$ cat src/rtl/decoder_strobe_2to4.sv
// Registered 2-to-4 decoder: accepts a code via valid/ready, strobes the
// matching one-hot line of Y for HOLD enabled cycles, then pulses done.
module decoder_strobe_2to4 #(
    parameter int IN_W = 2,
    parameter int HOLD = 4
) (
    input  logic                 clk,
    input  logic                 rst,
    input  logic [IN_W-1:0]      A,
    input  logic                 a_valid,
    output logic                 a_ready,
    input  logic                 en,
    output logic [(1<<IN_W)-1:0] Y,
    output logic                 busy,
    output logic                 done,
    output logic [7:0]           decode_cnt
);

    localparam int OUT_W = 1 << IN_W;

    localparam logic [0:0] STATE_IDLE = 1'b0;
    localparam logic [0:0] STATE_HOLD = 1'b1;

    localparam logic [7:0]       HOLD_LAST = 8'(HOLD - 1);
    localparam logic [OUT_W-1:0] ONE_HOT_0 = OUT_W'(1);

    logic [0:0] state;
    logic [7:0] cnt;

    assign a_ready = (state == STATE_IDLE) && en;

    // done defaults low each edge so it only survives the cycle after release
    always_ff @(posedge clk or posedge rst) begin
        if (rst) begin
            state      <= STATE_IDLE;
            cnt        <= 8'd0;
            Y          <= '0;
            busy       <= 1'b0;
            done       <= 1'b0;
            decode_cnt <= 8'd0;
        end else begin
            done <= 1'b0;
            case (state)
                STATE_IDLE: begin
                    if (a_valid && a_ready) begin
                        Y          <= ONE_HOT_0 << A;
                        busy       <= 1'b1;
                        cnt        <= HOLD_LAST;
                        decode_cnt <= decode_cnt + 8'd1;
                        state      <= STATE_HOLD;
                    end
                end
                STATE_HOLD: begin
                    if (en) begin
                        if (cnt != 8'd0) begin
                            cnt <= cnt - 8'd1;
                        end else begin
                            Y     <= '0;
                            busy  <= 1'b0;
                            done  <= 1'b1;
                            state <= STATE_IDLE;
                        end
                    end
                end
                default: begin
                    state <= STATE_IDLE;
                end
            endcase
        end
    end

endmodule

$ cat config.mk
export PLATFORM = sky130hd
export DESIGN_NAME = decoder_strobe_2to4
export DESIGN_NICKNAME = d
export VERILOG_FILES = /design/src/rtl/decoder_strobe_2to4.sv
export SDC_FILE = /design/constraint.sdc
export NUM_CORES = 1
export LEC_CHECK = 0
export CORE_MARGIN = 4
export CORE_UTILIZATION = 45
export CTS_BUF_LIST = sky130_fd_sc_hd__clkbuf_2
export DETAILED_ROUTE_END_ITERATION = 12
export PLACE_DENSITY = 0.71
export SETUP_SLACK_MARGIN = 0.05
export SYNTH_ARGS = -nofsm -noshare
export SYNTH_HDL_FRONTEND = slang
export SYNTH_SLANG_ARGS = --single-unit
$ cat constraint.sdc
create_clock -name clk -period 5.57 [get_ports clk]
set_input_delay 0.8355 -clock clk [delete_from_list [all_inputs] [get_ports clk]]
set_output_delay 0.8355 -clock clk [all_outputs]
set_load 0.05 [all_outputs]
# Word level (Yosys, flattened, before mapping)
# Cells that the tools add are included.
# op_classes
add_sub_neg,2
eq_ne,4
shift,1
muxes,19
bitwise_logic,1
n_reduce_logical,6
# op_table
cell,count
8-bit two-way mux,3
8-bit one-hot mux with 2 select lines,1
4-bit two-way mux,3
1-bit two-way mux,9
8-bit by 1-bit adder with 8-bit output (second input constant),1
4-bit one-hot mux with 2 select lines,1
8-bit nonzero test,1
8-bit by 1-bit subtractor with 8-bit output (second input constant),1
3-bit AND reduction,2
2-bit by 1-bit inequality test with 1-bit output (second input constant),2
2-bit inequality test (second input constant),2
1-bit one-hot mux with 2 select lines,2
1-bit by 2-bit left shift with 4-bit output (first input constant),1
1-bit logical AND,2
2-bit AND reduction,1
1-bit NOT,1
# totals
reg_bits,23
inputBits,6
out_inout_bits,15
elab_cells,39

# Logic depth before layout (Yosys ltp)
# Gate-level depths: netlist (run 1).
# depth
depth_word,5
mapped_depth,7
depth_no_buf,6

# Least setup slack after synthesis (run 1)
# OpenSTA, ideal clock, no wires.
# synth_path
path_kind,input-to-output
start,input port en
end,output port a_ready
t_arrival_ps,1767
setup_slack_ps,2967
path_stages,2
n_path_buf,1
cell_sequence,clkbuf_1 -> nor2b_1
# synth_between
elab_chain_cells,1
# synth_lines
element,line,source
start: declaration,12,"input logic en,"
1-bit logical AND,30,assign a_ready = (state == STATE_IDLE) && en;
end: declaration,11,"output logic a_ready,"
# No other way between the ends.

# Worst setup path in the final report (run 1)
# Same ends and word-level chain as after synthesis.

==> results of run 1 <==
## path summary, 6_finish.rpt
path	from	to	slack (ns)	depth (start not counted)
min	decode_cnt[7]	decode_cnt[7]	0.48	1
max reg2reg	cnt[0]	cnt[6]	3.49	5
min in group asynchronous	rst	decode_cnt[7]	0.94	2
max in group asynchronous	rst	busy	4.12	2
min reg2reg	decode_cnt[7]	decode_cnt[7]	0.48	1
max	en	a_ready	2.27	3
## power groups by stage
| stage | sequential, mW | combinational, mW | clock [mW] |
|---|---|---|---|
| 2_1_floorplan | 0.332 | 0.122 | 0 |
| 3_3_place_gp | 0.269 | 0.254 | 0 |
| 3_5_place_dp | 0.273 | 0.262 | 0 |
| 4_1_cts | 0.270 | 0.262 | 0.0691 |
| 5_1_grt | 0.281 | 0.282 | 0.0757 |
| 6_report | 0.270 | 0.259 | 0.0660 |
## cells by family after synthesis
logic type | count (synthesis) | synth area share (%)
compound gates | 20 | 12.6
fa+ha+maj | 2 | 2.29
buf+inv | 10 | 3.55
mux | 1 | 0.916
flops | 23 | 52.7
xor+xnor | 10 | 8.02
simple gates | 39 | 19.9
## per-layer routing
layer	vias up	part of all wire [%]	GRT usage (%)
li1	411	-	-
met1	412	44	18.9
met2	16	50	24.0
met3	6	3.4	2.04
met4	0	1.9	7.95
met5	-	0	0
## sequential cells by signal (all words and copies together), names as in the netlist
signal / cells
cnt: 8
Y: 4
done: 1
busy: 1
decode_cnt: 8
state: 1
## cells in the final DEF, fill, tap and decap left out, types with 2 or more instances in the layout
cell type	Yosys	routed
xnor2_1	6	6
nor4_1	2	2
xor2_1	4	4
ha_1	2	2
nor3_1	4	4
or3_1	2	2
a21oi_1	5	5
clkdlybuf4s50_1	0	20
o21ai_0	3	3
inv_1	6	6
a21o_1	3	3
dfrtp_1	23	23
a31oi_1	2	2
clkbuf_2	0	3
nor2_1	10	10
nand4_1	3	3
nand2_1	9	9
a31o_2	2	2
## stage by stage
stage | power (mW) | setup slack [ns]
floorplan | 0.454 | 2.97
global placement | 0.523 | 2.30
detailed placement | 0.535 | 2.31
CTS | 0.601 | 2.29
global route | 0.638 | 2.23
finish | 0.595 | 2.27
## worst max-delay path, cell delays in order
cell and delay (ns):
clkdlybuf4s50_1 0.63, nor2b_1 0.18, clkdlybuf4s50_1 0.81
## area by class of cell
class,count,area [sq um]
well taps,28,35.0
flip-flops and latches,23,576
multi-input cells,72,478
fillers,219,923
inverters,6,22.5
clock inverters,1,5.00
clock buffers,3,15.0
repair buffers,20,200
==> key figures, run 1 <==
STA
  – Final setup vio count: 0
  – Fin Setup TNS: 0 ns
  – Final hold violation count: 0
  – Final period util: 59.2%
  – Hold Worst Slack: 0.483 ns
  – Unrepaired setup endpoints after global routing: no
  – Post-route minimum period: 3.30 ns
  – Clock skew: 0.00121 ns
  – Slew @ Worst Pin: 0.853 ns
  – Highest clock rate: 303 MHz
  – Pins over their slew limit: 0
  – Headroom to the max-slew limit: 43.1%

Outcome
  – Status: finished clean

Power
  – Max VDD drop: 283 uV
  – Pwr Density: 447 nW/um^2
  – Net switching power: 263 uW
  – LEAKAGE: 0.602 nW
  – Internal Power: 332 uW
  – Comb pwr share: 43.5%
  – Switching share of power: 44.2%
  – Part of the power in registers: 45.4%
  – Clock share of power: 11.1%

Global route
  – Largest net degree at the start of global routing: 24
  – Antenna violations before repair: 0
  – First-pass GRT wire length: 3780 microns
  – Grt total ovfl: 0
  – Number of global-route vias before repair: 837
  – Tot GR Track Use: 14.7%

Detailed routing
  – Final ANT Viol Nets: 0
  – Drt total wl: 2170 microns
  – DRC marker count from the first detailed-route iteration: 8
  – First drt pass iteration count: 4
  – Routed len/inst: 14.2 microns
  – Via count: 845
  – Vias per cell: 5.52
  – # DRC: 0

Finish
  – Layout cells sized above 1: 6.40%
  – Synth-to-Final Area Change: 21.9%
  – N_diodes: 0
  – Finished Cell Area: 1330 sq um
  – Final core utilization: 59.0%
  – Non-filler cells, final: 153
  – Total Nets Final: 134

Place
  – Placed Cells: 149
  – Placement Cell Area: 1310 sq um
  – HPWL after detailed placement: 1620 microns
  – Global placer's final weighted congestion: 0.822
  – I/O Buffers: 20

Synth
  – Post-synth cell types: 33
  – Post-Syn Nets: 113
  – Cells after synthesis: 105
  – Post-Syn Area: 1090 sq um
  – Post-synthesis sequential area ratio: 52.7%
  – Syn_area_per_cell: 10.4 sq um
  – Cell with the most instances after synthesis: dfrtp_1
  – Synth top cells by count: 23 x dfrtp_1, 10 x nor2_1, 9 x nand2_1
  – Yosys reg bits: 23
  – EDFF count, synth: 0
  – Synth Flop Type: dfrtp_1
  – Synth warn: 0
  – Synth area leaders: dfrtp_1 53%, xnor2_1 4.8%, nor2_1 3.4%
  – Leading area contributor after synthesis: dfrtp_1
  – Post-synth ARST share: 100%
  – Synth top area share: 52.7%

Worst setup path
  – CP Launch Type: input pin
  – CP Capture Type: primary output
  – WP data required: 4.73 ns
  – Worst Setup Path Type: input pin to primary output
  – Worst-path maximum fanout: 8
  – Arrival @ worst endpoint: 2.46 ns

Clock network
  – Clk pin slew, worst setup/hold paths: 0.21 ns
  – CTS sink count: 23
  – Post-CTS setup buffers: 0
  – Inserted Clock Buffers: 3
  – Post_cts resized: 0
  – Root buf cell: clkbuf_2
  – CTS tree: built
  – Hold bufs inserted after CTS: 0
  – Clk_lat worst skew: 0.33 ns
  – CTS H-Tree Depth: 1
  – Clk buf depth: 2

Floorplanning
  – Die area: 3280 sq um
  – Die height: 57.3 microns
  – Number of core rows: 17
  – Core area: 2250 sq um
  – Starting Density: 48.4%
  – Die X: 57.3 microns
  – Ports: 21

Flow run
  – Max Cap Violations: 0

Min path
  – Hold crit path type: flop to flop
No activity file was read; power rests on OpenSTA's default activity.
==> run 2, diff against run 1 <==
--- a/config.mk
+++ b/config.mk
@@ -9,7 +9,7 @@
 export CORE_UTILIZATION = 45
 export CTS_BUF_LIST = sky130_fd_sc_hd__clkbuf_2
 export DETAILED_ROUTE_END_ITERATION = 12
-export PLACE_DENSITY = 0.71
+export PLACE_DENSITY = 0.74
 export SETUP_SLACK_MARGIN = 0.05
 export SYNTH_ARGS = -nofsm -noshare
 export SYNTH_HDL_FRONTEND = slang
==> constraint.sdc (replaced) <==
create_clock -name clk -period 2.9 [get_ports clk]
set_input_delay 0.435 -clock clk [delete_from_list [all_inputs] [get_ports clk]]
set_output_delay 0.435 -clock clk [all_outputs]
set_load 0.05 [all_outputs]
==> run 2 against run 1 <==
Sequential power up 91%; clock power increased by 89%; critical path depth unchanged; non-clock buffer count up 1; design area increased by 0.56%; combinational power increased by 93%; hold slack better by 0.010 ns; largest cell class unchanged.
==> key figures, run 2 (same netlist as run 1, synthesis figures left out) <==
Outcome
  – Status: finished clean (unchanged)

STA
  – Fin Setup TNS: 0 ns (unchanged)
  – Clock skew: 0.0102 ns (was 0.00121 ns)
  – Headroom to the max-slew limit: 43.8% (was 43.1%)
  – Pins over their slew limit: 0 (unchanged)
  – Final hold violation count: 0 (unchanged)
  – Final WS setup: 0.473 ns (was 2.27 ns)
  – Slew @ Worst Pin: 0.842 ns (was 0.853 ns)
  – Post-route minimum period: 2.43 ns
  – Final setup vio count: 0 (unchanged)
  – Highest clock rate: 412 MHz
  – Unrepaired setup endpoints after global routing: no (unchanged)
  – Final period util: 83.7%

Finish
  – Top flop regs: cnt x8, decode_cnt x8, Y x4 (unchanged)
  – Commonest non-fill, non-tap cells in the layout: 23 x dfrtp_1, 20 x clkdlybuf4s50_1, 10 x nor2_1 (unchanged)
  – N_diodes: 0 (unchanged)
  – Most common cell after layout, fill and taps aside: dfrtp_1 (unchanged)
  – Synth-to-Final Area Change: 22.6% (was 21.9%)
  – Layout cells sized above 1: 7.14% (was 6.40%)
  – Total Nets Final: 135 (was 134)

Floorplanning
  – Number of core rows: 17 (unchanged)
  – Die X: 57.3 microns (unchanged)
  – Core area: 2250 sq um (unchanged)
  – Die height: 57.3 microns (unchanged)
  – Die area: 3280 sq um (unchanged)
  – Ports: 21 (unchanged)
  – Starting Density: 48.4% (unchanged)

Worst setup path
  – Reg2reg setup slack: 0.84 ns (was 3.49 ns)
  – FF-to-FF Start: cnt[0] (unchanged)
  – CP delay by family, top: buffers and inverters (unchanged)
  – CP Launch Type: input pin (unchanged)
  – Crit path buf inv count: 2 (unchanged)
  – RR Endpoint: Y[1] (was cnt[6])
  – R2R cell count: 6 (was 5)
  – Critical Path Most Common Cell: clkdlybuf4s50_1 (unchanged)
  – Slowest cell on the critical path: clkdlybuf4s50_1 (unchanged)
  – Crit path largest cell delay: 0.81 ns (about the same)
  – CP Capture Type: primary output (unchanged)
  – Worst-path maximum fanout: 8 (unchanged)
  – Worst Setup Path Type: input pin to primary output (unchanged)
  – Worst path cell trace: clkdlybuf4s50_1, nor2b_1, clkdlybuf4s50_1 (unchanged)
  – Arrival @ worst endpoint: 1.99 ns (was 2.46 ns)
  – WP data required: 2.47 ns (was 4.73 ns)

Power
  – Internal Power: 644 uW (was 332 uW)
  – Max VDD drop: 528 uV (was 283 uV)
  – Clock share of power: 11.0% (was 11.1%)
  – Net switching power: 497 uW (was 263 uW)
  – Pwr Density: 852 nW/um^2 (was 447 nW/um^2)
  – Comb pwr share: 43.7% (was 43.5%)
  – Part of the power in registers: 45.3% (was 45.4%)
  – LEAKAGE: 0.607 nW (was 0.602 nW)
  – Switching share of power: 43.6% (was 44.2%)

Detailed routing
  – DRC marker count from the first detailed-route iteration: 23 (was 8)
  – Routed len/inst: 13.5 microns (was 14.2 microns)
  – Drt total wl: 2080 microns (was 2170 microns)
  – Final ANT Viol Nets: 0 (unchanged)
  – Via count: 839 (was 845)
  – # DRC: 0 (unchanged)
  – First drt pass iteration count: 5 (was 4)
  – Vias per cell: 5.45 (was 5.52)

Global route
  – Antenna violations before repair: 0 (unchanged)
  – Largest net degree at the start of global routing: 24 (unchanged)
  – Tot GR Track Use: 14.0% (was 14.7%)
  – Grt total ovfl: 0 (unchanged)
  – Number of global-route vias before repair: 800 (was 837)
  – First-pass GRT wire length: 3620 microns (was 3780 microns)

Clock network
  – CTS H-Tree Depth: 1 (unchanged)
  – CTS tree: built (unchanged)
  – CTS sink count: 23 (unchanged)
  – Post-CTS setup buffers: 0 (unchanged)
  – Inserted Clock Buffers: 3 (unchanged)
  – Post_cts resized: 0 (unchanged)
  – Clk buf depth: 2 (unchanged)
  – Clk pin slew, worst setup/hold paths: 0.19 ns (was 0.21 ns)
  – Root buf cell: clkbuf_2 (unchanged)
  – Clk_lat worst skew: 0.32 ns (was 0.33 ns)
  – Hold bufs inserted after CTS: 0 (unchanged)

Flow run
  – Max Cap Violations: 0 (unchanged)

Place
  – Pre-CTS setup slack: 0.461 ns (was 2.31 ns)
  – HPWL after detailed placement: 1540 microns (was 1620 microns)
  – I/O Buffers: 20 (unchanged)
  – Global placer's final weighted congestion: 0.797 (was 0.822)

Min path
  – Hold depth: 1 (unchanged)
  – Hold crit path type: flop to flop (unchanged)
  – Hold endpoint: decode_cnt[7] (unchanged)
  – Min-delay src: decode_cnt[7] (unchanged)
-- run 2: per-layer routing --
layer	wire length, microns	vias to the layer above	GRT usage, %
met4	12	0	1.99
li1	-	414	-
met5	0	-	0
met2	1020	19	24.1
met1	925	404	17.6
met3	116	2	4.52
-- run 2: worst max-delay path by stage --
stage          slack (ns)       to   start  cells past startpoint
2_1_floorplan        1.02   cnt[6]  cnt[0]                      6
3_3_place_gp         0.47  a_ready      en                      3
3_5_place_dp         0.46  a_ready      en                      3
4_1_cts              0.46  a_ready      en                      3
5_1_grt              0.37  a_ready      en                      3
6_report             0.47  a_ready      en                      3
-- run 2: cell type report --
cell class                      count  area, sq um
Clock buffer                        4         20.0
Timing Repair Buffer               21          208
Fill cell                         214          916
Multi-Input combinational cell     72          478
Sequential cell                    23          576
Inverter                            6         22.5
Tap cell                           28         35.0
-- run 2: stage by stage --
step | cell area [sq um] | utilization, % | total power, mW | std cells | hold WS [ns]
final | 1340 | 59.4 | 1.14 | 154 | 0.493
after global routing | 1340 | 59.4 | 1.23 | 154 | 0.528
after CTS | 1340 | 59.4 | 1.15 | 154 | 0.498
after detailed placement | 1320 | 58.5 | 1.02 | 150 | 0.466
after global placement | 1320 | 58.5 | 1.01 | 150 | 0.460
after floorplan | 1090 | - | 0.872 | 105 | 0.437
-- run 2: power by group through the flow --
stage / Clock, mW / Combinational, mW / Sequential, mW
final: 0.125 / 0.499 / 0.517
after global routing: 0.147 / 0.544 / 0.539
after CTS: 0.132 / 0.504 / 0.516
after detailed placement: 0 / 0.501 / 0.523
after global placement: 0 / 0.488 / 0.517
after floorplan: 0 / 0.234 / 0.638
==> run 3, diff against run 2 <==
--- a/config.mk
+++ b/config.mk
@@ -9,7 +9,7 @@
 export CORE_UTILIZATION = 45
 export CTS_BUF_LIST = sky130_fd_sc_hd__clkbuf_2
 export DETAILED_ROUTE_END_ITERATION = 12
-export PLACE_DENSITY = 0.74
+export PLACE_DENSITY = 0.71
 export SETUP_SLACK_MARGIN = 0.05
 export SYNTH_ARGS = -nofsm -noshare
 export SYNTH_HDL_FRONTEND = slang
==> constraint.sdc (replaced) <==
create_clock -name clk -period 2.55 [get_ports clk]
set_input_delay 0.3825 -clock clk [delete_from_list [all_inputs] [get_ports clk]]
set_output_delay 0.3825 -clock clk [all_outputs]
set_load 0.05 [all_outputs]
==> run 3 against run 2 <==
Total power grew 14%; sequential share of layout area shrank 0.16 points; register-to-register slack lost 0.33 ns; highest routed layer unchanged; critical path depth grew 2; combinational power grew 14%; largest cell class unchanged; worst setup slack gained 0.041 ns; first-iteration DRC count shrank 17%.
==> key figures, run 3 (same netlist as run 1, synthesis figures left out) <==
Outcome
  – Status: finished clean (unchanged)

Clock network
  – Clk_lat worst skew: 0.33 ns (was 0.32 ns)
  – Clk pin slew, worst setup/hold paths: 0.21 ns (was 0.19 ns)
  – CTS H-Tree Depth: 1 (unchanged)
  – Clk buf depth: 2 (unchanged)
  – Post_cts resized: 0 (unchanged)
  – Hold bufs inserted after CTS: 0 (unchanged)
  – Post-CTS setup buffers: 0 (unchanged)
  – CTS tree: built (unchanged)
  – Inserted Clock Buffers: 3 (unchanged)
  – Root buf cell: clkbuf_2 (unchanged)
  – CTS sink count: 23 (unchanged)

Worst setup path
  – CP Capture Type: flop (was primary output)
  – Arrival @ worst endpoint: 2.30 ns (was 1.99 ns)
  – Worst Setup Path Type: flop to flop (was input pin to primary output)
  – WP data required: 2.81 ns (was 2.47 ns)
  – CP Launch Type: flop (was input pin)
  – Worst-path maximum fanout: 6 (was 8)

Floorplanning
  – Die height: 57.3 microns (unchanged)
  – Die X: 57.3 microns (unchanged)
  – Core area: 2250 sq um (unchanged)
  – Die area: 3280 sq um (unchanged)
  – Number of core rows: 17 (unchanged)
  – Ports: 21 (unchanged)
  – Starting Density: 48.4% (unchanged)

Place
  – HPWL after detailed placement: 1640 microns (was 1540 microns)
  – I/O Buffers: 20 (unchanged)
  – Global placer's final weighted congestion: 0.793 (was 0.797)

STA
  – Clock skew: 0.0131 ns (was 0.0102 ns)
  – Post-route minimum period: 2.04 ns
  – Pins over their slew limit: 0 (unchanged)
  – Headroom to the max-slew limit: 42.9% (was 43.8%)
  – Slew @ Worst Pin: 0.856 ns (was 0.842 ns)
  – Final period util: 79.9%
  – Fin Setup TNS: 0 ns (unchanged)
  – Unrepaired setup endpoints after global routing: no (unchanged)
  – Final hold violation count: 0 (unchanged)
  – Highest clock rate: 491 MHz
  – Final setup vio count: 0 (unchanged)

Global route
  – Antenna violations before repair: 0 (unchanged)
  – First-pass GRT wire length: 3670 microns (was 3620 microns)
  – Number of global-route vias before repair: 874 (was 800)
  – Grt total ovfl: 0 (unchanged)
  – Tot GR Track Use: 14.2% (was 14.0%)
  – Largest net degree at the start of global routing: 24 (unchanged)

Finish
  – N_diodes: 0 (unchanged)
  – Most common cell after layout, fill and taps aside: dfrtp_1 (unchanged)
  – Final core utilization: 59.6% (was 59.4%)
  – Total Nets Final: 136 (was 135)
  – Layout cells sized above 1: 8.66% (was 7.14%)
  – Top flop regs: cnt x8, decode_cnt x8, Y x4 (unchanged)
  – Synth-to-Final Area Change: 23.0% (was 22.6%)
  – Commonest non-fill, non-tap cells in the layout: 23 x dfrtp_1, 19 x clkdlybuf4s50_1, 10 x nor2_1 (was 23 x dfrtp_1, 20 x clkdlybuf4s50_1, 10 x nor2_1)

Power
  – Pwr Density: 966 nW/um^2 (was 852 nW/um^2)
  – LEAKAGE: 0.614 nW (was 0.607 nW)
  – Max VDD drop: 500 uV (was 528 uV)

Detailed routing
  – Routed len/inst: 13.8 microns (was 13.5 microns)
  – # DRC: 0 (unchanged)
  – Vias per cell: 5.50 (was 5.45)
  – Via count: 853 (was 839)
  – Final ANT Viol Nets: 0 (unchanged)
  – First drt pass iteration count: 4 (was 5)
  – DRC marker count from the first detailed-route iteration: 19 (was 23)
  – Drt total wl: 2150 microns (was 2080 microns)

Min path
  – Hold crit path type: input pin to async pin (was flop to flop)

Flow run
  – Max Cap Violations: 0 (unchanged)
==> run 3: cell types whose count changed in the layout (fill, tap and decap cells not counted) <==
cell and delta:
buf_4 +2, clkdlybuf4s50_1 -1
==> run 3: layer usage <==
| metal | part of all wire [%] | global-route usage, % | vias up |
|---|---|---|---|
| li1 | - | - | 421 |
| met5 | 0 | 0 | - |
| met1 | 43 | 17.2 | 406 |
| met4 | 2.3 | 7.95 | 0 |
| met3 | 3.5 | 2.04 | 7 |
| met2 | 51 | 24.1 | 19 |
==> run 3: power breakdown <==
part	leakage [nW]	total, mW	internal (mW)	switching, mW
Sequential	0.294	0.586	0.470	0.116
Clock	0.0166	0.144	0.0415	0.103
Combinational	0.303	0.569	0.221	0.348
Total	0.614	1.30	0.732	0.567
==> run 3: critical path: stages, from the launching register on <==
cell and delay (ns):
dfrtp_1 0.42, inv_1 0.09, ha_1 0.22, or4b_1 0.60
or4_1 0.50, a21oi_1 0.14
==> run 3: final timing paths <==
kind / endpoint / slack (ns) / from / cells past startpoint
max: cnt[6] / 0.51 / cnt[0] / 5
min: decode_cnt[6] / 0.49 / rst / 2
max reg2reg: cnt[6] / 0.51 / cnt[0] / 5
min reg2reg: decode_cnt[7] / 0.49 / decode_cnt[7] / 1
max in group asynchronous: cnt[0] / 1.52 / rst / 2
min in group clk: decode_cnt[7] / 0.49 / decode_cnt[7] / 1
==> run 3: cell type report <==
class,count,area (sq um)
Fill cell,199,911
Sequential cell,23,576
Multi-Input combinational cell,72,478
Timing Repair Buffer,22,213
Tap cell,28,35.0
Inverter,6,22.5
Clock buffer,4,20.0
==> run 3: stage by stage <==
stage	hold slack (ns)	area [sq um]	instances	total power [mW]	setup slack (ns)
2_1_floorplan	0.384	1090	105	0.991	0.668
3_3_place_gp	0.461	1320	151	1.15	0.465
3_5_place_dp	0.466	1320	151	1.17	0.464
4_1_cts	0.497	1340	155	1.31	0.509
5_1_grt	0.523	1340	155	1.40	0.358
6_report	0.491	1340	155	1.30	0.513
